--- src/rtl/vram_arbiter.sv ---
// Single-port VRAM arbiter: scanout reads win; the clear engine and then a small CPU write
// FIFO use the remaining slots. All MEM_* outputs are registered.
module vram_arbiter #(
  parameter int RES_W       = 200,
  parameter int RES_H       = 150,
  parameter int COLOR_DEPTH = 3,
  parameter int ADDR_W      = 15,
  parameter int FIFO_DEPTH  = 4
) (
  input  logic                   PIXEL_CLOCK,
  input  logic                   RESET,
  input  logic [10:0]            PX,
  input  logic [9:0]             PY,
  input  logic                   ON_SCREEN,
  output logic [COLOR_DEPTH-1:0] SCAN_DATA,
  input  logic                   WR_REQ,
  input  logic [7:0]             WR_X,
  input  logic [7:0]             WR_Y,
  input  logic [COLOR_DEPTH-1:0] WR_COLOR,
  output logic                   WR_READY,
  output logic                   WR_DROP,
  input  logic                   CLR_START,
  input  logic [COLOR_DEPTH-1:0] CLR_COLOR,
  output logic                   CLR_BUSY,
  output logic [ADDR_W-1:0]      MEM_ADDR,
  output logic                   MEM_WE,
  output logic [COLOR_DEPTH-1:0] MEM_WDATA,
  input  logic [COLOR_DEPTH-1:0] MEM_RDATA
);

  localparam int PTR_W = $clog2(FIFO_DEPTH);
  localparam logic [ADDR_W-1:0] LAST_ADDR = ADDR_W'(RES_W * RES_H - 1);
  localparam logic [ADDR_W-1:0] ROW_PITCH = ADDR_W'(RES_W);
  localparam logic [7:0]        X_LIM     = 8'(RES_W);
  localparam logic [7:0]        Y_LIM     = 8'(RES_H);
  localparam logic [PTR_W:0]    FULL_CNT  = (PTR_W + 1)'(FIFO_DEPTH);
  localparam logic [0:0]        ST_IDLE   = 1'b0;
  localparam logic [0:0]        ST_CLEAR  = 1'b1;

  // Constant-pitch multiply; reduces to (y<<7)+(y<<6)+(y<<3) for a 200-pixel row.
  function automatic logic [ADDR_W-1:0] f_pix_addr(input logic [7:0] x, input logic [7:0] y);
    return ADDR_W'(y) * ROW_PITCH + ADDR_W'(x);
  endfunction

  logic [0:0]             r_state;
  logic [ADDR_W-1:0]      r_clr_cnt;
  logic [COLOR_DEPTH-1:0] r_clr_color;
  logic [ADDR_W-1:0]      r_fifo_addr  [FIFO_DEPTH];
  logic [COLOR_DEPTH-1:0] r_fifo_color [FIFO_DEPTH];
  logic [PTR_W-1:0]       r_wr_ptr;
  logic [PTR_W-1:0]       r_rd_ptr;
  logic [PTR_W:0]         r_count;
  logic                   r_ready;
  logic                   r_drop;
  logic                   r_rd_p1;
  logic                   r_rd_p2;
  logic [COLOR_DEPTH-1:0] r_scan_data;
  logic [ADDR_W-1:0]      r_mem_addr;
  logic                   r_mem_we;
  logic [COLOR_DEPTH-1:0] r_mem_wdata;

  logic              w_scan;
  logic [ADDR_W-1:0] w_scan_addr;
  logic              w_busy;
  logic              w_grant_clr;
  logic              w_grant_fifo;
  logic              w_accept;
  logic              w_in_range;
  logic              w_push;
  logic [PTR_W:0]    w_count_next;
  logic              w_unused_bits;

  assign w_unused_bits = ^{PX[10], PY[1:0]};

  assign w_scan       = ON_SCREEN && (PX[1:0] == 2'b00);
  assign w_scan_addr  = f_pix_addr(PX[9:2], PY[9:2]);
  assign w_busy       = (r_state == ST_CLEAR);
  assign w_grant_clr  = !w_scan && w_busy;
  assign w_grant_fifo = !w_scan && !w_busy && (r_count != '0);
  assign w_accept     = WR_REQ && r_ready;
  assign w_in_range   = (WR_X < X_LIM) && (WR_Y < Y_LIM);
  assign w_push       = w_accept && w_in_range;
  assign w_count_next = r_count + (PTR_W + 1)'(w_push) - (PTR_W + 1)'(w_grant_fifo);

  always_ff @(posedge PIXEL_CLOCK or posedge RESET) begin
    if (RESET) begin
      r_state     <= ST_IDLE;
      r_clr_cnt   <= '0;
      r_clr_color <= '0;
    end else if (r_state == ST_IDLE) begin
      if (CLR_START) begin
        r_state     <= ST_CLEAR;
        r_clr_cnt   <= '0;
        r_clr_color <= CLR_COLOR;
      end
    end else if (w_grant_clr) begin
      if (r_clr_cnt == LAST_ADDR) begin
        r_state   <= ST_IDLE;
        r_clr_cnt <= '0;
      end else begin
        r_clr_cnt <= r_clr_cnt + 1'b1;
      end
    end
  end

  // Storage needs no reset; occupancy is tracked by r_count.
  always_ff @(posedge PIXEL_CLOCK) begin
    if (w_push) begin
      r_fifo_addr[r_wr_ptr]  <= f_pix_addr(WR_X, WR_Y);
      r_fifo_color[r_wr_ptr] <= WR_COLOR;
    end
  end

  always_ff @(posedge PIXEL_CLOCK or posedge RESET) begin
    if (RESET) begin
      r_wr_ptr <= '0;
      r_rd_ptr <= '0;
      r_count  <= '0;
      r_ready  <= 1'b1;
      r_drop   <= 1'b0;
    end else begin
      if (w_push) r_wr_ptr <= r_wr_ptr + 1'b1;
      if (w_grant_fifo) r_rd_ptr <= r_rd_ptr + 1'b1;
      r_count <= w_count_next;
      r_ready <= (w_count_next != FULL_CNT);
      r_drop  <= w_accept && !w_in_range;
    end
  end

  always_ff @(posedge PIXEL_CLOCK or posedge RESET) begin
    if (RESET) begin
      r_mem_addr  <= '0;
      r_mem_we    <= 1'b0;
      r_mem_wdata <= '0;
      r_rd_p1     <= 1'b0;
      r_rd_p2     <= 1'b0;
      r_scan_data <= '0;
    end else begin
      if (w_scan) begin
        r_mem_addr <= w_scan_addr;
        r_mem_we   <= 1'b0;
      end else if (w_grant_clr) begin
        r_mem_addr  <= r_clr_cnt;
        r_mem_we    <= 1'b1;
        r_mem_wdata <= r_clr_color;
      end else if (w_grant_fifo) begin
        r_mem_addr  <= r_fifo_addr[r_rd_ptr];
        r_mem_we    <= 1'b1;
        r_mem_wdata <= r_fifo_color[r_rd_ptr];
      end else begin
        r_mem_we <= 1'b0;
      end
      // Read data arrives two cycles after the slot decision.
      r_rd_p1 <= w_scan;
      r_rd_p2 <= r_rd_p1;
      if (r_rd_p2) r_scan_data <= MEM_RDATA;
    end
  end

  assign SCAN_DATA = r_scan_data;
  assign WR_READY  = r_ready;
  assign WR_DROP   = r_drop;
  assign CLR_BUSY  = w_busy;
  assign MEM_ADDR  = r_mem_addr;
  assign MEM_WE    = r_mem_we;
  assign MEM_WDATA = r_mem_wdata;

endmodule

--- config.mk ---
export PLATFORM = sky130hd
export DESIGN_NAME = vram_arbiter
export DESIGN_NICKNAME = d
export VERILOG_FILES = /design/src/rtl/vram_arbiter.sv
export SDC_FILE = /design/constraint.sdc
export NUM_CORES = 1
export LEC_CHECK = 0
export BUFFER_PORTS_ARGS = -buffer_cell sky130_fd_sc_hd__buf_2
export CAP_MARGIN = 20
export CORE_MARGIN = 5
export CORE_UTILIZATION = 45
export CTS_CLUSTER_DIAMETER = 80
export CTS_CLUSTER_SIZE = 30
export DETAILED_ROUTE_END_ITERATION = 7
export SYNTH_ARGS = -nofsm -noshare
export SYNTH_HDL_FRONTEND = slang
export SYNTH_SLANG_ARGS = --single-unit
export TNS_END_PERCENT = 20
--- constraint.sdc ---
create_clock -name PIXEL_CLOCK -period 3.1 [get_ports PIXEL_CLOCK]
set_clock_uncertainty 0.15 [all_clocks]
set_input_delay 0.62 -clock PIXEL_CLOCK [delete_from_list [all_inputs] [get_ports PIXEL_CLOCK]]
set_output_delay 0.62 -clock PIXEL_CLOCK [all_outputs]
set_load 0.05 [all_outputs]
==> impl_results.html, run 1 <==
<table>
<tr><th>Metric</th><th>Value</th></tr>
<tr><th colspan="2">Detailed routing</th></tr>
<tr><td>Routed len/inst</td><td>15.42 um</td></tr>
<tr><td>Total wire length after detailed routing</td><td>14580 um</td></tr>
<tr><td>Average via count per standard cell</td><td>5.085</td></tr>
<tr><td>Iter 0 DRT Violations</td><td>203</td></tr>
<tr><td>Number of iterations in the first detailed-routing pass</td><td>4</td></tr>
<tr><td>Remaining antenna violation count</td><td>0</td></tr>
<tr><td>Amount of wire on met3 after detailed routing</td><td>536 um</td></tr>
<tr><td>Highest routed metal layer</td><td>met4</td></tr>
<tr><td>Routed vias</td><td>4805</td></tr>
<tr><td>Met2 Wirelength</td><td>7533 um</td></tr>
<tr><td>Met1 routed wirelength after detailed routing</td><td>6222 um</td></tr>
<tr><td>Drt drc</td><td>0</td></tr>
<tr><th colspan="2">Worst setup path</th></tr>
<tr><td>Startpoint class of the critical path</td><td>primary input</td></tr>
<tr><td>Nature of the critical path endpoint</td><td>register</td></tr>
<tr><td>Slowest stage cell on the critical path</td><td>sky130_fd_sc_hd__fa_1</td></tr>
<tr><td>Worst path arrival time</td><td>3120 ps</td></tr>
<tr><td>Worst Path Required</td><td>3120 ps</td></tr>
<tr><td>Kind of critical path</td><td>in -&gt; reg</td></tr>
<tr><td>Cell occurring most often along the worst timing path</td><td>sky130_fd_sc_hd__buf_4</td></tr>
<tr><td>Slowest cell delay on critical path</td><td>510 ps</td></tr>
<tr><td>Critical-path maximum fanout</td><td>4</td></tr>
<tr><td>Top Family by Delay on Critical Path</td><td>adder cells</td></tr>
<tr><td>Buffer and inverter count on the worst path</td><td>8</td></tr>
<tr><td>Crit path cell chain</td><td>buf_8 -&gt; ha_4 -&gt; ha_4 -&gt; inv_2 -&gt; fa_1 -&gt; inv_2 -&gt; ha_4 -&gt; inv_1 -&gt; o21ai_2 -&gt; xor2_1 -&gt; buf_4 -&gt; buf_4 -&gt; buf_4 -&gt; nand3_1 -&gt; xnor2_1 -&gt; buf_4</td></tr>
<tr><th colspan="2">Yosys</th></tr>
<tr><td>Synth cell types</td><td>51</td></tr>
<tr><td>Post-synth EDFFs</td><td>72</td></tr>
<tr><td>Synthesized area per cell</td><td>12.15 um2</td></tr>
<tr><td>Syn nets</td><td>710</td></tr>
<tr><td>Post-Synth Adder-Cell Area</td><td>0.1539</td></tr>
<tr><td>XOR/XNOR share of the synthesized area</td><td>0.05434</td></tr>
<tr><td>Main combinational cell family by area after synthesis</td><td>adder cells</td></tr>
<tr><td>Multiplexer share of the synthesized area</td><td>0.08872</td></tr>
<tr><td>Simple-gate share of the synthesized area</td><td>0.08427</td></tr>
<tr><td>Sequential-to-total area share from yosys stat</td><td>0.4933</td></tr>
<tr><td>Async set or reset register ratio after synthesis</td><td>0.4194</td></tr>
<tr><td>Count of yosys warnings during synthesis</td><td>0</td></tr>
<tr><td>Complex-gate fraction of the synthesized area</td><td>0.08908</td></tr>
<tr><td>Post-synthesis instance total</td><td>578</td></tr>
<tr><td>Number of synthesized register bits</td><td>124</td></tr>
<tr><td>Post-synth top flop</td><td>sky130_fd_sc_hd__edfxtp_1</td></tr>
<tr><td>Total standard cell area after synthesis</td><td>7023 um2</td></tr>
<tr><th colspan="2">Global routing</th></tr>
<tr><td>Pin count of the biggest net entering global routing</td><td>53</td></tr>
<tr><td>Total grt overflow</td><td>0</td></tr>
<tr><td>Number of antenna violations at the first check in global routing</td><td>0</td></tr>
<tr><td>Vias in the first global route</td><td>5082</td></tr>
<tr><td>Wire length of the first global-routing pass</td><td>24470 um</td></tr>
<tr><td>Global router's overall resource usage</td><td>0.1721</td></tr>
<tr><th colspan="2">STA</th></tr>
<tr><td>Worst max-slew margin expressed relative to the limit</td><td>0.5293</td></tr>
<tr><td>Highest achievable clock rate</td><td>0.3224 GHz</td></tr>
<tr><td>Endpoints failing setup</td><td>4</td></tr>
<tr><td>Final critical delay including setup and external delays</td><td>3102 ps</td></tr>
<tr><td>Final Slew Violations</td><td>0</td></tr>
<tr><td>Final hold vios</td><td>0</td></tr>
<tr><td>Smallest hold slack</td><td>98.90 ps</td></tr>
<tr><td>Final setup TNS</td><td>-7.613 ps</td></tr>
<tr><td>Share of the cycle needed by the critical path after routing</td><td>1.001</td></tr>
<tr><td>Setup repair after global routing missed its margin</td><td>yes</td></tr>
<tr><td>PnR worst setup slack</td><td>-2.025 ps</td></tr>
<tr><td>Slew at the pin with the worst max-slew slack</td><td>706.1 ps</td></tr>
<tr><th colspan="2">Final layout</th></tr>
<tr><td>Share of post-route cells with drive strength above 1</td><td>0.3460</td></tr>
<tr><td>ANT cells</td><td>0</td></tr>
<tr><td>Most common cell after layout, fill and taps aside</td><td>sky130_fd_sc_hd__edfxtp_1</td></tr>
<tr><td>Net count of the finished layout</td><td>853</td></tr>
<tr><td>Post-route core utilization</td><td>0.5999</td></tr>
<tr><td>Most used cells in the layout excluding fill and tap cells</td><td>sky130_fd_sc_hd__edfxtp_1 (72), sky130_fd_sc_hd__buf_2 (67), sky130_fd_sc_hd__buf_4 (65)</td></tr>
<tr><td>Final cell count without fillers</td><td>945</td></tr>
<tr><td>Layout filler cell count</td><td>1220</td></tr>
<tr><td>P&amp;R area growth vs syn</td><td>30.34%</td></tr>
<tr><th colspan="2">Clock network</th></tr>
<tr><td>Maximum root-to-sink buffer count</td><td>2</td></tr>
<tr><td>CTS tree</td><td>built</td></tr>
<tr><td>Clock Latency Late Sink</td><td>420 ps</td></tr>
<tr><td>Maximum level of the CTS H-tree</td><td>4</td></tr>
<tr><td>CTS Buf Count</td><td>17</td></tr>
<tr><td>Clock root buffer</td><td>sky130_fd_sc_hd__clkbuf_16</td></tr>
<tr><td>TritonCTS sink count</td><td>124</td></tr>
<tr><td>Clock-pin slew reported for the worst setup and hold paths after clock tree synthesis</td><td>50 ps</td></tr>
<tr><th colspan="2">Placed design</th></tr>
<tr><td>Post-placement setup slack</td><td>-654.8 ps</td></tr>
<tr><td>HPWL reported at the end of detailed placement</td><td>10760 um</td></tr>
<tr><td>Port Buf Inserts</td><td>72</td></tr>
<tr><td>Cell count after placement</td><td>905</td></tr>
<tr><td>Final estimated routing congestion in global placement</td><td>0.8108</td></tr>
<tr><th colspan="2">Status</th></tr>
<tr><td>Result of the run</td><td>finished with violations</td></tr>
<tr><td>Violations in the final reports</td><td>setup timing</td></tr>
<tr><th colspan="2">Die</th></tr>
<tr><td>Number of cell rows</td><td>45</td></tr>
<tr><td>Ports placed on the boundary</td><td>76</td></tr>
<tr><td>Core region area</td><td>15260 um2</td></tr>
<tr><td>Effective utilization at floorplan</td><td>0.4603</td></tr>
<tr><td>Die Y-Extent</td><td>134.9 um</td></tr>
<tr><td>Die Outline Area</td><td>18200 um2</td></tr>
<tr><td>Width of the die</td><td>134.9 um</td></tr>
<tr><th colspan="2">Power and ir drop</th></tr>
<tr><td>Pwr/cell area</td><td>708.2 nW/um2</td></tr>
<tr><td>Leak</td><td>3.878 nW</td></tr>
<tr><td>Worst ir drop on vdd</td><td>0.0004216 V</td></tr>
<tr><th colspan="2">Job</th></tr>
<tr><td>Number of max-cap violations</td><td>0</td></tr>
<tr><th colspan="2">Worst hold path</th></tr>
<tr><td>Class of the worst hold path</td><td>in -&gt; async</td></tr>
</table>
==> synth_stat cells, types with 2 or more instances <==
cell type	n	share of area
sky130_fd_sc_hd__nand2_1	32	0.017
sky130_fd_sc_hd__a22oi_1	3	0.0032
sky130_fd_sc_hd__xnor2_1	25	0.031
sky130_fd_sc_hd__xor2_1	16	0.020
sky130_fd_sc_hd__o21ai_0	18	0.013
sky130_fd_sc_hd__o21ai_1	31	0.022
sky130_fd_sc_hd__mux2i_1	15	0.021
sky130_fd_sc_hd__nor3_1	3	0.0021
sky130_fd_sc_hd__buf_2	3	0.0021
sky130_fd_sc_hd__mux2_2	6	0.0096
sky130_fd_sc_hd__ha_1	72	0.13
sky130_fd_sc_hd__nor2_1	34	0.018
sky130_fd_sc_hd__a21oi_1	28	0.020
sky130_fd_sc_hd__edfxtp_1	72	0.31
sky130_fd_sc_hd__buf_1	2	0.0011
sky130_fd_sc_hd__nor2b_1	5	0.0045
sky130_fd_sc_hd__a21o_1	5	0.0053
sky130_fd_sc_hd__nand2b_1	11	0.0098
sky130_fd_sc_hd__dfrtp_1	51	0.18
sky130_fd_sc_hd__and2_1	6	0.0053
sky130_fd_sc_hd__nor4b_1	2	0.0025
sky130_fd_sc_hd__nand4_1	2	0.0018
sky130_fd_sc_hd__nand3_1	4	0.0029
sky130_fd_sc_hd__a31oi_1	3	0.0027
sky130_fd_sc_hd__o21bai_1	4	0.0043
sky130_fd_sc_hd__and4_1	2	0.0025
sky130_fd_sc_hd__and3_1	8	0.0071
sky130_fd_sc_hd__clkbuf_1	14	0.0075
sky130_fd_sc_hd__or3_1	2	0.0018
sky130_fd_sc_hd__inv_1	46	0.025
sky130_fd_sc_hd__a211oi_1	8	0.0086
sky130_fd_sc_hd__fa_1	9	0.026
sky130_fd_sc_hd__mux4_2	18	0.058
==> tightest hold or removal path, cell delays in order <==
cell,delay [ps]
sky130_fd_sc_hd__buf_2,100
sky130_fd_sc_hd__inv_2,60
sky130_fd_sc_hd__buf_12,270
==> final timing paths <==
| path | cells after the start | slack, ps | to | from |
|---|---|---|---|---|
| worst min-delay path | 3 | 100 | MEM_ADDR[13] | RESET |
| max in group asynchronous | 3 | 2410 | WR_READY | RESET |
| worst min register to register | 0 | 200 | r_rd_p2 | r_rd_p1 |
| min in group PIXEL_CLOCK | 0 | 200 | r_rd_p2 | r_rd_p1 |
| worst max register to register | 11 | 500 | WR_READY | r_count[1] |
| worst max-delay path | 16 | -2 | r_fifo_addr[0][13] | WR_Y[4] |
==> area by class of cell <==
type                       count  area, um2  share of cell area
sequential                   124       3465              0.3785
tap                          211      264.0             0.02884
clock buffer                  18      429.2             0.04688
clock inverter                14      123.9             0.01353
inverter                      48      192.7             0.02105
multi-input combinational    387       3660              0.3998
timing repair buffer         143       1020              0.1114
==> flip-flops by register name (all words and copies together) (netlist names), 2 cells and up <==
register / count
r_fifo_addr: 60
SCAN_DATA: 3
r_clr_color: 3
r_wr_ptr: 2
r_count: 3
MEM_WDATA: 3
r_rd_ptr: 2
MEM_ADDR: 15
r_clr_cnt: 15
r_fifo_color: 12
==> metrics by stage <==
stage | instance area, um2 | power (mW)
global placement | 8247 | 4.441
finish | 9154 | 6.483
floorplan | 7144 | 3.750
CTS | 9036 | 6.478
detailed placement | 8247 | 4.502
global route | 9154 | 6.861
==> kinds of logic (layout without fill, tap and decap cells) <==
group                    count (synthesis)  count (layout)
AO/OA/AOI/OAI                          107             107
AND/OR/NAND/NOR                        118             118
multiplexers                            39              39
flip-flops                             124             124
adder cells (fa/ha/maj)                 81              81
XOR/XNOR                                42              42
buffers and inverters                   67             223
==> power by group <==
group	switching [mW]	leakage, nW	internal (mW)
clock	0.724	0.262	1.10
combinational	1.24	2.31	1.13
sequential	0.178	1.31	2.11
==> repair_timing <==
action,in CTS,in global routing
resized for setup,33,20
setup buffers,6,2
hold buffers,0,0
endpoints found under the hold margin,0,0
pin swaps,32,23
setup endpoints to repair,17,16
==> layer usage <==
layer | track usage | up-vias
met4 | 0.07014 | 0
met5 | 0 | -
met1 | 0.2112 | 2349
li1 | - | 2355
met3 | 0.03018 | 20
met2 | 0.3004 | 81
Power figures use the tool's default switching activity.
==> run 2: changes to the inputs <==
--- a/config.mk
+++ b/config.mk
@@ -5,13 +5,15 @@
 export SDC_FILE = /design/constraint.sdc
 export NUM_CORES = 1
 export LEC_CHECK = 0
-export BUFFER_PORTS_ARGS = -buffer_cell sky130_fd_sc_hd__buf_2
 export CAP_MARGIN = 20
+export CORE_ASPECT_RATIO = 1.25
 export CORE_MARGIN = 5
 export CORE_UTILIZATION = 45
 export CTS_CLUSTER_DIAMETER = 80
 export CTS_CLUSTER_SIZE = 30
 export DETAILED_ROUTE_END_ITERATION = 7
+export DONT_BUFFER_PORTS = 1
+export GPL_TIMING_DRIVEN = 0
 export SYNTH_ARGS = -nofsm -noshare
 export SYNTH_HDL_FRONTEND = slang
 export SYNTH_SLANG_ARGS = --single-unit
==> run 2 against run 1 <==
  * The run now ends clean
  * Clock power rose by 8%
  * First-iteration DRC count rose by 15%
  * Core utilization fell by 5.8 points
  * Total power shrank 2.8%
  * Critical endpoint is now MEM_ADDR[13]
  * Largest cell class unchanged
  * Hold slack lost 89 ps
  * Register-to-register slack worse by 220 ps
==> impl_results.html, run 2 (synthesis gave the netlist of run 1 again) <==
<table>
<tr><th>Metric</th><th>Value</th></tr>
<tr><th colspan="2">Die</th></tr>
<tr><td>Core region area</td><td>15440 um2 (was 15260 um2)</td></tr>
<tr><td>Ports placed on the boundary</td><td>76 (unchanged)</td></tr>
<tr><td>Die Outline Area</td><td>18220 um2 (was 18200 um2)</td></tr>
<tr><td>Effective utilization at floorplan</td><td>0.4548 (was 0.4603)</td></tr>
<tr><td>Width of the die</td><td>121.7 um (was 134.9 um)</td></tr>
<tr><td>Number of cell rows</td><td>51 (was 45)</td></tr>
<tr><td>Die Y-Extent</td><td>149.7 um (was 134.9 um)</td></tr>
<tr><th colspan="2">Clock network</th></tr>
<tr><td>Maximum level of the CTS H-tree</td><td>4 (unchanged)</td></tr>
<tr><td>CTS Buf Count</td><td>17 (unchanged)</td></tr>
<tr><td>Clock-pin slew reported for the worst setup and hold paths after clock tree synthesis</td><td>50 ps (about the same)</td></tr>
<tr><td>Maximum root-to-sink buffer count</td><td>2 (unchanged)</td></tr>
<tr><td>TritonCTS sink count</td><td>124 (unchanged)</td></tr>
<tr><td>Clock Latency Late Sink</td><td>410 ps (was 420 ps)</td></tr>
<tr><td>Number of hold-repair buffers added at the cts stage</td><td>0 (unchanged)</td></tr>
<tr><td>Clock root buffer</td><td>sky130_fd_sc_hd__clkbuf_16 (unchanged)</td></tr>
<tr><td>CTS tree</td><td>built (unchanged)</td></tr>
<tr><th colspan="2">Worst setup path</th></tr>
<tr><td>Nature of the critical path endpoint</td><td>register (unchanged)</td></tr>
<tr><td>Start of the worst register-to-register path</td><td>CLR_BUSY (was r_count[1])</td></tr>
<tr><td>R2r endpoint</td><td>WR_READY (unchanged)</td></tr>
<tr><td>Setup crit start</td><td>PY[5] (was WR_Y[4])</td></tr>
<tr><td>Worst Path Required</td><td>3210 ps (was 3120 ps)</td></tr>
<tr><td>Worst path arrival time</td><td>3180 ps (was 3120 ps)</td></tr>
<tr><td>Setup slack of the worst register-to-register path</td><td>280 ps (was 500 ps)</td></tr>
<tr><td>R2R depth</td><td>10 (was 11)</td></tr>
<tr><td>Startpoint class of the critical path</td><td>primary input (unchanged)</td></tr>
<tr><td>Critical-path maximum fanout</td><td>4 (unchanged)</td></tr>
<tr><td>Kind of critical path</td><td>in -&gt; reg (unchanged)</td></tr>
<tr><th colspan="2">STA</th></tr>
<tr><td>Share of the cycle needed by the critical path after routing</td><td>0.9909 (was 1.001)</td></tr>
<tr><td>Setup repair after global routing missed its margin</td><td>yes (unchanged)</td></tr>
<tr><td>Slew at the pin with the worst max-slew slack</td><td>990.4 ps (was 706.1 ps)</td></tr>
<tr><td>Highest achievable clock rate</td><td>0.3255 GHz (was 0.3224 GHz)</td></tr>
<tr><td>Endpoints failing setup</td><td>0 (was 4)</td></tr>
<tr><td>Final hold vios</td><td>0 (unchanged)</td></tr>
<tr><td>Worst max-slew margin expressed relative to the limit</td><td>0.3398 (was 0.5293)</td></tr>
<tr><td>Final Slew Violations</td><td>0 (unchanged)</td></tr>
<tr><td>Final critical delay including setup and external delays</td><td>3072 ps (was 3102 ps)</td></tr>
<tr><th colspan="2">Power and ir drop</th></tr>
<tr><td>Post-route total power</td><td>6.303 mW (was 6.483 mW)</td></tr>
<tr><td>Leak</td><td>3.339 nW (was 3.878 nW)</td></tr>
<tr><td>Worst ir drop on vdd</td><td>0.0004169 V (was 0.0004216 V)</td></tr>
<tr><td>Pwr/cell area</td><td>753.1 nW/um2 (was 708.2 nW/um2)</td></tr>
<tr><th colspan="2">Final layout</th></tr>
<tr><td>Summed area of non-filler cells in the final layout</td><td>8369 um2 (was 9154 um2)</td></tr>
<tr><td>Register containing the most flip-flops in the final layout</td><td>r_fifo_addr (unchanged)</td></tr>
<tr><td>Area used by multi-input combinational logic</td><td>3691 um2 (was 3660 um2)</td></tr>
<tr><td>Most common cell after layout, fill and taps aside</td><td>sky130_fd_sc_hd__edfxtp_1 (unchanged)</td></tr>
<tr><td>P&amp;R area growth vs syn</td><td>19.17% (was 30.34%)</td></tr>
<tr><td>Share of post-route cells with drive strength above 1</td><td>0.1987 (was 0.3460)</td></tr>
<tr><td>Most used cells in the layout excluding fill and tap cells</td><td>sky130_fd_sc_hd__edfxtp_1 (72), sky130_fd_sc_hd__ha_1 (56), sky130_fd_sc_hd__dfrtp_1 (50) (was sky130_fd_sc_hd__edfxtp_1 (72), sky130_fd_sc_hd__buf_2 (67), sky130_fd_sc_hd__buf_4 (65))</td></tr>
<tr><td>Net count of the finished layout</td><td>738 (was 853)</td></tr>
<tr><td>Flip-flop count of the largest register, all copies and words added</td><td>60 (unchanged)</td></tr>
<tr><td>Register area</td><td>3466 um2 (was 3465 um2)</td></tr>
<tr><td>Layout filler cell count</td><td>1302 (was 1220)</td></tr>
<tr><th colspan="2">Global routing</th></tr>
<tr><td>Pin count of the biggest net entering global routing</td><td>28 (was 53)</td></tr>
<tr><td>Total grt overflow</td><td>0 (unchanged)</td></tr>
<tr><td>Global router's overall resource usage</td><td>0.1733 (was 0.1721)</td></tr>
<tr><td>Vias in the first global route</td><td>4796 (was 5082)</td></tr>
<tr><td>Wire length of the first global-routing pass</td><td>24230 um (was 24470 um)</td></tr>
<tr><td>Number of antenna violations at the first check in global routing</td><td>1 (was 0)</td></tr>
<tr><th colspan="2">Detailed routing</th></tr>
<tr><td>Remaining antenna violation count</td><td>0 (unchanged)</td></tr>
<tr><td>Routed vias</td><td>4432 (was 4805)</td></tr>
<tr><td>Number of iterations in the first detailed-routing pass</td><td>5 (was 4)</td></tr>
<tr><td>Drt drc</td><td>0 (unchanged)</td></tr>
<tr><td>Total wire length after detailed routing</td><td>15000 um (was 14580 um)</td></tr>
<tr><td>Iter 0 DRT Violations</td><td>234 (was 203)</td></tr>
<tr><td>Average via count per standard cell</td><td>5.327 (was 5.085)</td></tr>
<tr><td>Routed len/inst</td><td>18.03 um (was 15.42 um)</td></tr>
<tr><th colspan="2">Status</th></tr>
<tr><td>Result of the run</td><td>completed (was finished with violations)</td></tr>
<tr><th colspan="2">Placed design</th></tr>
<tr><td>Placed standard-cell area</td><td>7430 um2 (was 8247 um2)</td></tr>
<tr><td>Final estimated routing congestion in global placement</td><td>0.8435 (was 0.8108)</td></tr>
<tr><td>Port Buf Inserts</td><td>0 (was 72)</td></tr>
<tr><td>HPWL reported at the end of detailed placement</td><td>11300 um (was 10760 um)</td></tr>
<tr><th colspan="2">Worst hold path</th></tr>
<tr><td>Class of the worst hold path</td><td>in -&gt; async (unchanged)</td></tr>
<tr><th colspan="2">Job</th></tr>
<tr><td>Number of max-cap violations</td><td>0 (unchanged)</td></tr>
</table>
[run 2: cell types whose count changed in the layout (fill, tap and decap cells not counted), sizes merged]
cell	change
buf	-130
clkbuf	+20
clkinv	-5
diode	+1
bufinv	+1
clkinvlp	-1
[run 2: layout make-up]
class                   instances  area share
flip-flops and latches        124      0.4141
multi-input cells             387      0.4410
clock inverters                 9     0.01345
diodes                          1   0.0002990
clock buffers                  23     0.05726
well taps                     212     0.03169
plain buffers                  19    0.009568
inverters                      48     0.02302
repair buffers                  9    0.009568
[run 2: timing repair]
item | CTS | global route
setup endpoints to repair | 10 | 8
buffers inserted | 7 | 1
resized for setup | 31 | 16
pin swaps | 20 | 12
[run 2: metrics by stage]
stage / instances / worst slack [ps] / hold slack, ps / util / TNS, ps
4_1_cts: 830 / -85.77 / 26.91 / 0.5355 / -85.77
3_3_place_gp: 790 / -543.4 / 183.8 / 0.4798 / -19580
6_report: 832 / 28.24 / 9.462 / 0.5420 / 0
2_1_floorplan: 578 / -282.1 / 181.2 / - / -2574
5_1_grt: 832 / -69.53 / 51.70 / 0.5420 / -403.5
3_5_place_dp: 791 / -599.1 / 184.7 / 0.4811 / -21390
[run 2: layer usage]
layer	share of wire	vias to the layer above	global-route usage
met5	0	-	0
met2	0.56	83	0.3223
met4	0.030	0	0.07343
li1	-	2126	-
met1	0.37	2200	0.1868
met3	0.042	23	0.03970
[run 2: critical path, cell delays in order]
cell	delay (ps)
sky130_fd_sc_hd__ha_4	250
sky130_fd_sc_hd__ha_4	190
sky130_fd_sc_hd__fa_1	560
sky130_fd_sc_hd__ha_4	240
sky130_fd_sc_hd__xor2_2	150
sky130_fd_sc_hd__or2_1	270
sky130_fd_sc_hd__nor3_4	190
sky130_fd_sc_hd__nand2_4	80
sky130_fd_sc_hd__buf_4	160
sky130_fd_sc_hd__nor3_4	160
sky130_fd_sc_hd__xor2_2	210
sky130_fd_sc_hd__a21oi_1	100
[run 2: worst max path at each step]
stage,end,slack (ps),cells after the start
floorplan,r_fifo_addr[0][14],-280,13
finish,MEM_ADDR[13],30,12
global route,r_fifo_addr[2][14],-70,13
detailed placement,r_fifo_addr[3][14],-600,13
global placement,MEM_ADDR[14],-540,13
CTS,MEM_ADDR[14],-90,11
[run 2: report_power, final]
part	switching [mW]	internal, mW	leakage, nW
clock network	0.705	1.25	0.277
logic	0.992	0.862	1.76
registers	0.378	2.11	1.31
==> run 3: changes to the inputs <==
--- a/config.mk
+++ b/config.mk
@@ -8,12 +8,13 @@
 export CAP_MARGIN = 20
 export CORE_ASPECT_RATIO = 1.25
 export CORE_MARGIN = 5
-export CORE_UTILIZATION = 45
+export CORE_UTILIZATION = 64
 export CTS_CLUSTER_DIAMETER = 80
 export CTS_CLUSTER_SIZE = 30
 export DETAILED_ROUTE_END_ITERATION = 7
 export DONT_BUFFER_PORTS = 1
 export GPL_TIMING_DRIVEN = 0
+export PLACE_DENSITY = 0.8
 export SYNTH_ARGS = -nofsm -noshare
 export SYNTH_HDL_FRONTEND = slang
 export SYNTH_SLANG_ARGS = --single-unit
==> run 3 against run 2 <==
  * The flow now finishes with violations (setup timing)
  * Cell area fell by 0.87%
  * Total power rose by 3.1%
  * Non-clock buffer count rose by 2
  * Maximum frequency fell by 1.3%
  * Routed wire length rose by 8.3%
  * Global-route usage rose by 7.5 points
  * Final cell count fell by 9.4%
  * Sequential power barely moved
  * Highest routed layer unchanged
==> impl_results.html, run 3 (synthesis gave the netlist of run 1 again) <==
<table>
<tr><th>Metric</th><th>Value</th></tr>
<tr><th colspan="2">Clock network</th></tr>
<tr><td>CTS Buf Count</td><td>17 (unchanged)</td></tr>
<tr><td>Maximum root-to-sink buffer count</td><td>2 (unchanged)</td></tr>
<tr><td>Clock-pin slew reported for the worst setup and hold paths after clock tree synthesis</td><td>60 ps (was 50 ps)</td></tr>
<tr><td>Clock root buffer</td><td>sky130_fd_sc_hd__clkbuf_16 (unchanged)</td></tr>
<tr><td>CTS tree</td><td>built (unchanged)</td></tr>
<tr><td>TritonCTS sink count</td><td>124 (unchanged)</td></tr>
<tr><td>Clock Latency Late Sink</td><td>410 ps (about the same)</td></tr>
<tr><td>Maximum level of the CTS H-tree</td><td>4 (unchanged)</td></tr>
<tr><th colspan="2">Global routing</th></tr>
<tr><td>Global router's overall resource usage</td><td>0.2485 (was 0.1733)</td></tr>
<tr><td>Total grt overflow</td><td>0 (unchanged)</td></tr>
<tr><td>Vias in the first global route</td><td>4985 (was 4796)</td></tr>
<tr><td>Wire length of the first global-routing pass</td><td>25580 um (was 24230 um)</td></tr>
<tr><td>Number of antenna violations at the first check in global routing</td><td>1 (unchanged)</td></tr>
<tr><td>Pin count of the biggest net entering global routing</td><td>28 (unchanged)</td></tr>
<tr><th colspan="2">Final layout</th></tr>
<tr><td>P&amp;R area growth vs syn</td><td>18.14% (was 19.17%)</td></tr>
<tr><td>Most used cells in the layout excluding fill and tap cells</td><td>sky130_fd_sc_hd__edfxtp_1 (72), sky130_fd_sc_hd__ha_1 (56), sky130_fd_sc_hd__dfrtp_1 (51) (was sky130_fd_sc_hd__edfxtp_1 (72), sky130_fd_sc_hd__ha_1 (56), sky130_fd_sc_hd__dfrtp_1 (50))</td></tr>
<tr><td>Area used by multi-input combinational logic</td><td>3681 um2 (was 3691 um2)</td></tr>
<tr><td>Flip-flop count of the largest register, all copies and words added</td><td>60 (unchanged)</td></tr>
<tr><td>Final cell count without fillers</td><td>754 (was 832)</td></tr>
<tr><td>Layout filler cell count</td><td>596 (was 1302)</td></tr>
<tr><td>Share of post-route cells with drive strength above 1</td><td>0.2093 (was 0.1987)</td></tr>
<tr><td>Most common cell after layout, fill and taps aside</td><td>sky130_fd_sc_hd__edfxtp_1 (unchanged)</td></tr>
<tr><td>Post-route core utilization</td><td>0.7777 (was 0.5420)</td></tr>
<tr><td>Register containing the most flip-flops in the final layout</td><td>r_fifo_addr (unchanged)</td></tr>
<tr><td>Net count of the finished layout</td><td>740 (was 738)</td></tr>
<tr><td>Register area</td><td>3465 um2 (was 3466 um2)</td></tr>
<tr><th colspan="2">Detailed routing</th></tr>
<tr><td>Drt drc</td><td>0 (unchanged)</td></tr>
<tr><td>Iter 0 DRT Violations</td><td>315 (was 234)</td></tr>
<tr><td>Remaining antenna violation count</td><td>0 (unchanged)</td></tr>
<tr><td>Total wire length after detailed routing</td><td>16240 um (was 15000 um)</td></tr>
<tr><td>Number of iterations in the first detailed-routing pass</td><td>5 (unchanged)</td></tr>
<tr><td>Routed vias</td><td>4648 (was 4432)</td></tr>
<tr><td>Average via count per standard cell</td><td>6.164 (was 5.327)</td></tr>
<tr><td>Routed len/inst</td><td>21.54 um (was 18.03 um)</td></tr>
<tr><th colspan="2">Power and ir drop</th></tr>
<tr><td>Pwr/cell area</td><td>783.3 nW/um2 (was 753.1 nW/um2)</td></tr>
<tr><td>Leak</td><td>3.366 nW (was 3.339 nW)</td></tr>
<tr><td>Worst ir drop on vdd</td><td>0.0003910 V (was 0.0004169 V)</td></tr>
<tr><th colspan="2">STA</th></tr>
<tr><td>PnR worst setup slack</td><td>-11.92 ps (was 28.24 ps)</td></tr>
<tr><td>Share of the cycle needed by the critical path after routing</td><td>1.004 (was 0.9909)</td></tr>
<tr><td>Final hold vios</td><td>0 (unchanged)</td></tr>
<tr><td>Final Slew Violations</td><td>0 (unchanged)</td></tr>
<tr><td>Endpoints failing setup</td><td>2 (was 0)</td></tr>
<tr><td>Setup repair after global routing missed its margin</td><td>yes (unchanged)</td></tr>
<tr><td>Highest achievable clock rate</td><td>0.3213 GHz (was 0.3255 GHz)</td></tr>
<tr><td>Final critical delay including setup and external delays</td><td>3112 ps (was 3072 ps)</td></tr>
<tr><td>Worst max-slew margin expressed relative to the limit</td><td>0.3498 (was 0.3398)</td></tr>
<tr><td>Slew at the pin with the worst max-slew slack</td><td>975.4 ps (was 990.4 ps)</td></tr>
<tr><td>Smallest hold slack</td><td>13.48 ps (was 9.462 ps)</td></tr>
<tr><th colspan="2">Worst setup path</th></tr>
<tr><td>Worst path arrival time</td><td>3240 ps (was 3180 ps)</td></tr>
<tr><td>Worst Path Required</td><td>3230 ps (was 3210 ps)</td></tr>
<tr><td>Setup slack of the worst register-to-register path</td><td>100 ps (was 280 ps)</td></tr>
<tr><td>Critical-path maximum fanout</td><td>4 (unchanged)</td></tr>
<tr><td>Kind of critical path</td><td>in -&gt; reg (unchanged)</td></tr>
<tr><td>Startpoint class of the critical path</td><td>primary input (unchanged)</td></tr>
<tr><td>Nature of the critical path endpoint</td><td>register (unchanged)</td></tr>
<tr><th colspan="2">Die</th></tr>
<tr><td>Ports placed on the boundary</td><td>76 (unchanged)</td></tr>
<tr><td>Die Y-Extent</td><td>127.1 um (was 149.7 um)</td></tr>
<tr><td>Die Outline Area</td><td>13180 um2 (was 18220 um2)</td></tr>
<tr><td>Core region area</td><td>10670 um2 (was 15440 um2)</td></tr>
<tr><td>Effective utilization at floorplan</td><td>0.6583 (was 0.4548)</td></tr>
<tr><td>Number of cell rows</td><td>42 (was 51)</td></tr>
<tr><td>Width of the die</td><td>103.7 um (was 121.7 um)</td></tr>
<tr><th colspan="2">Status</th></tr>
<tr><td>Violations in the final reports</td><td>setup timing</td></tr>
<tr><td>Result of the run</td><td>finished with violations (was completed)</td></tr>
<tr><th colspan="2">Placed design</th></tr>
<tr><td>Port Buf Inserts</td><td>0 (unchanged)</td></tr>
<tr><td>Cell count after placement</td><td>711 (was 791)</td></tr>
<tr><td>HPWL reported at the end of detailed placement</td><td>10790 um (was 11300 um)</td></tr>
<tr><td>Final estimated routing congestion in global placement</td><td>0.8828 (was 0.8435)</td></tr>
<tr><th colspan="2">Job</th></tr>
<tr><td>Number of max-cap violations</td><td>0 (unchanged)</td></tr>
<tr><th colspan="2">Worst hold path</th></tr>
<tr><td>Class of the worst hold path</td><td>in -&gt; async (unchanged)</td></tr>
</table>
run 3: power breakdown:
group	internal, mW	total [mW]	switching [mW]
sequential	2.11	2.51	0.399
clock	1.28	2.04	0.760
combinational	0.890	1.95	1.06
total	4.28	6.50	2.22
run 3: through the flow:
step	setup TNS (ps)	power [mW]	instance area, um2	setup WS [ps]
after floorplan	-2574	3.750	7144	-282.1
after global placement	-11690	4.053	7310	-485.0
after detailed placement	-15710	4.145	7330	-575.8
after CTS	-253.7	6.324	8125	-116.9
after global routing	-645.8	6.799	8297	-152.4
final	-20.13	6.499	8297	-11.92
run 3: timing repair:
action                                  in CTS  in global routing
resized for setup                           23                 28
hold buffers                                 0                  0
pin swaps                                   24                 22
buffers inserted                             5                  5
endpoints found under the setup margin       8                 17
run 3: area by class of cell:
cell class | instances | area share
plain buffers | 19 | 0.009350
well taps | 132 | 0.01991
repair buffers | 11 | 0.01191
diodes | 1 | 0.0003016
inverters | 48 | 0.02322
multi-input cells | 387 | 0.4437
flip-flops and latches | 124 | 0.4176
clock inverters | 15 | 0.02277
clock buffers | 17 | 0.05127
run 3: critical path, cell delays in order:
cell	delay (ps)
sky130_fd_sc_hd__ha_4	250
sky130_fd_sc_hd__ha_4	190
sky130_fd_sc_hd__fa_1	500
sky130_fd_sc_hd__ha_4	210
sky130_fd_sc_hd__a211oi_2	250
sky130_fd_sc_hd__o21bai_1	140
sky130_fd_sc_hd__a21oi_2	230
sky130_fd_sc_hd__xnor2_2	130
sky130_fd_sc_hd__buf_4	170
sky130_fd_sc_hd__nor3_4	160
sky130_fd_sc_hd__xor2_1	290
sky130_fd_sc_hd__a21oi_1	100
run 3: worst paths after layout:
check	start	depth (start not counted)	end
min in group PIXEL_CLOCK	WR_X[2]	0	r_fifo_addr[2][2]
max reg2reg	r_count[1]	11	WR_READY
max	PY[5]	12	MEM_ADDR[13]
min reg2reg	r_rd_p1	0	r_rd_p2
min	RESET	1	r_clr_cnt[13]
max in group asynchronous	RESET	2	WR_READY
run 3: layer usage:
metal	share of wire	routed length, um	vias up	global-route usage
li1	-	-	2132	-
met3	0.062	1013	52	0.06307
met4	0.045	732	0	0.1204
met5	0	0	-	0
met2	0.55	8864	206	0.4486
met1	0.35	5632	2258	0.2722
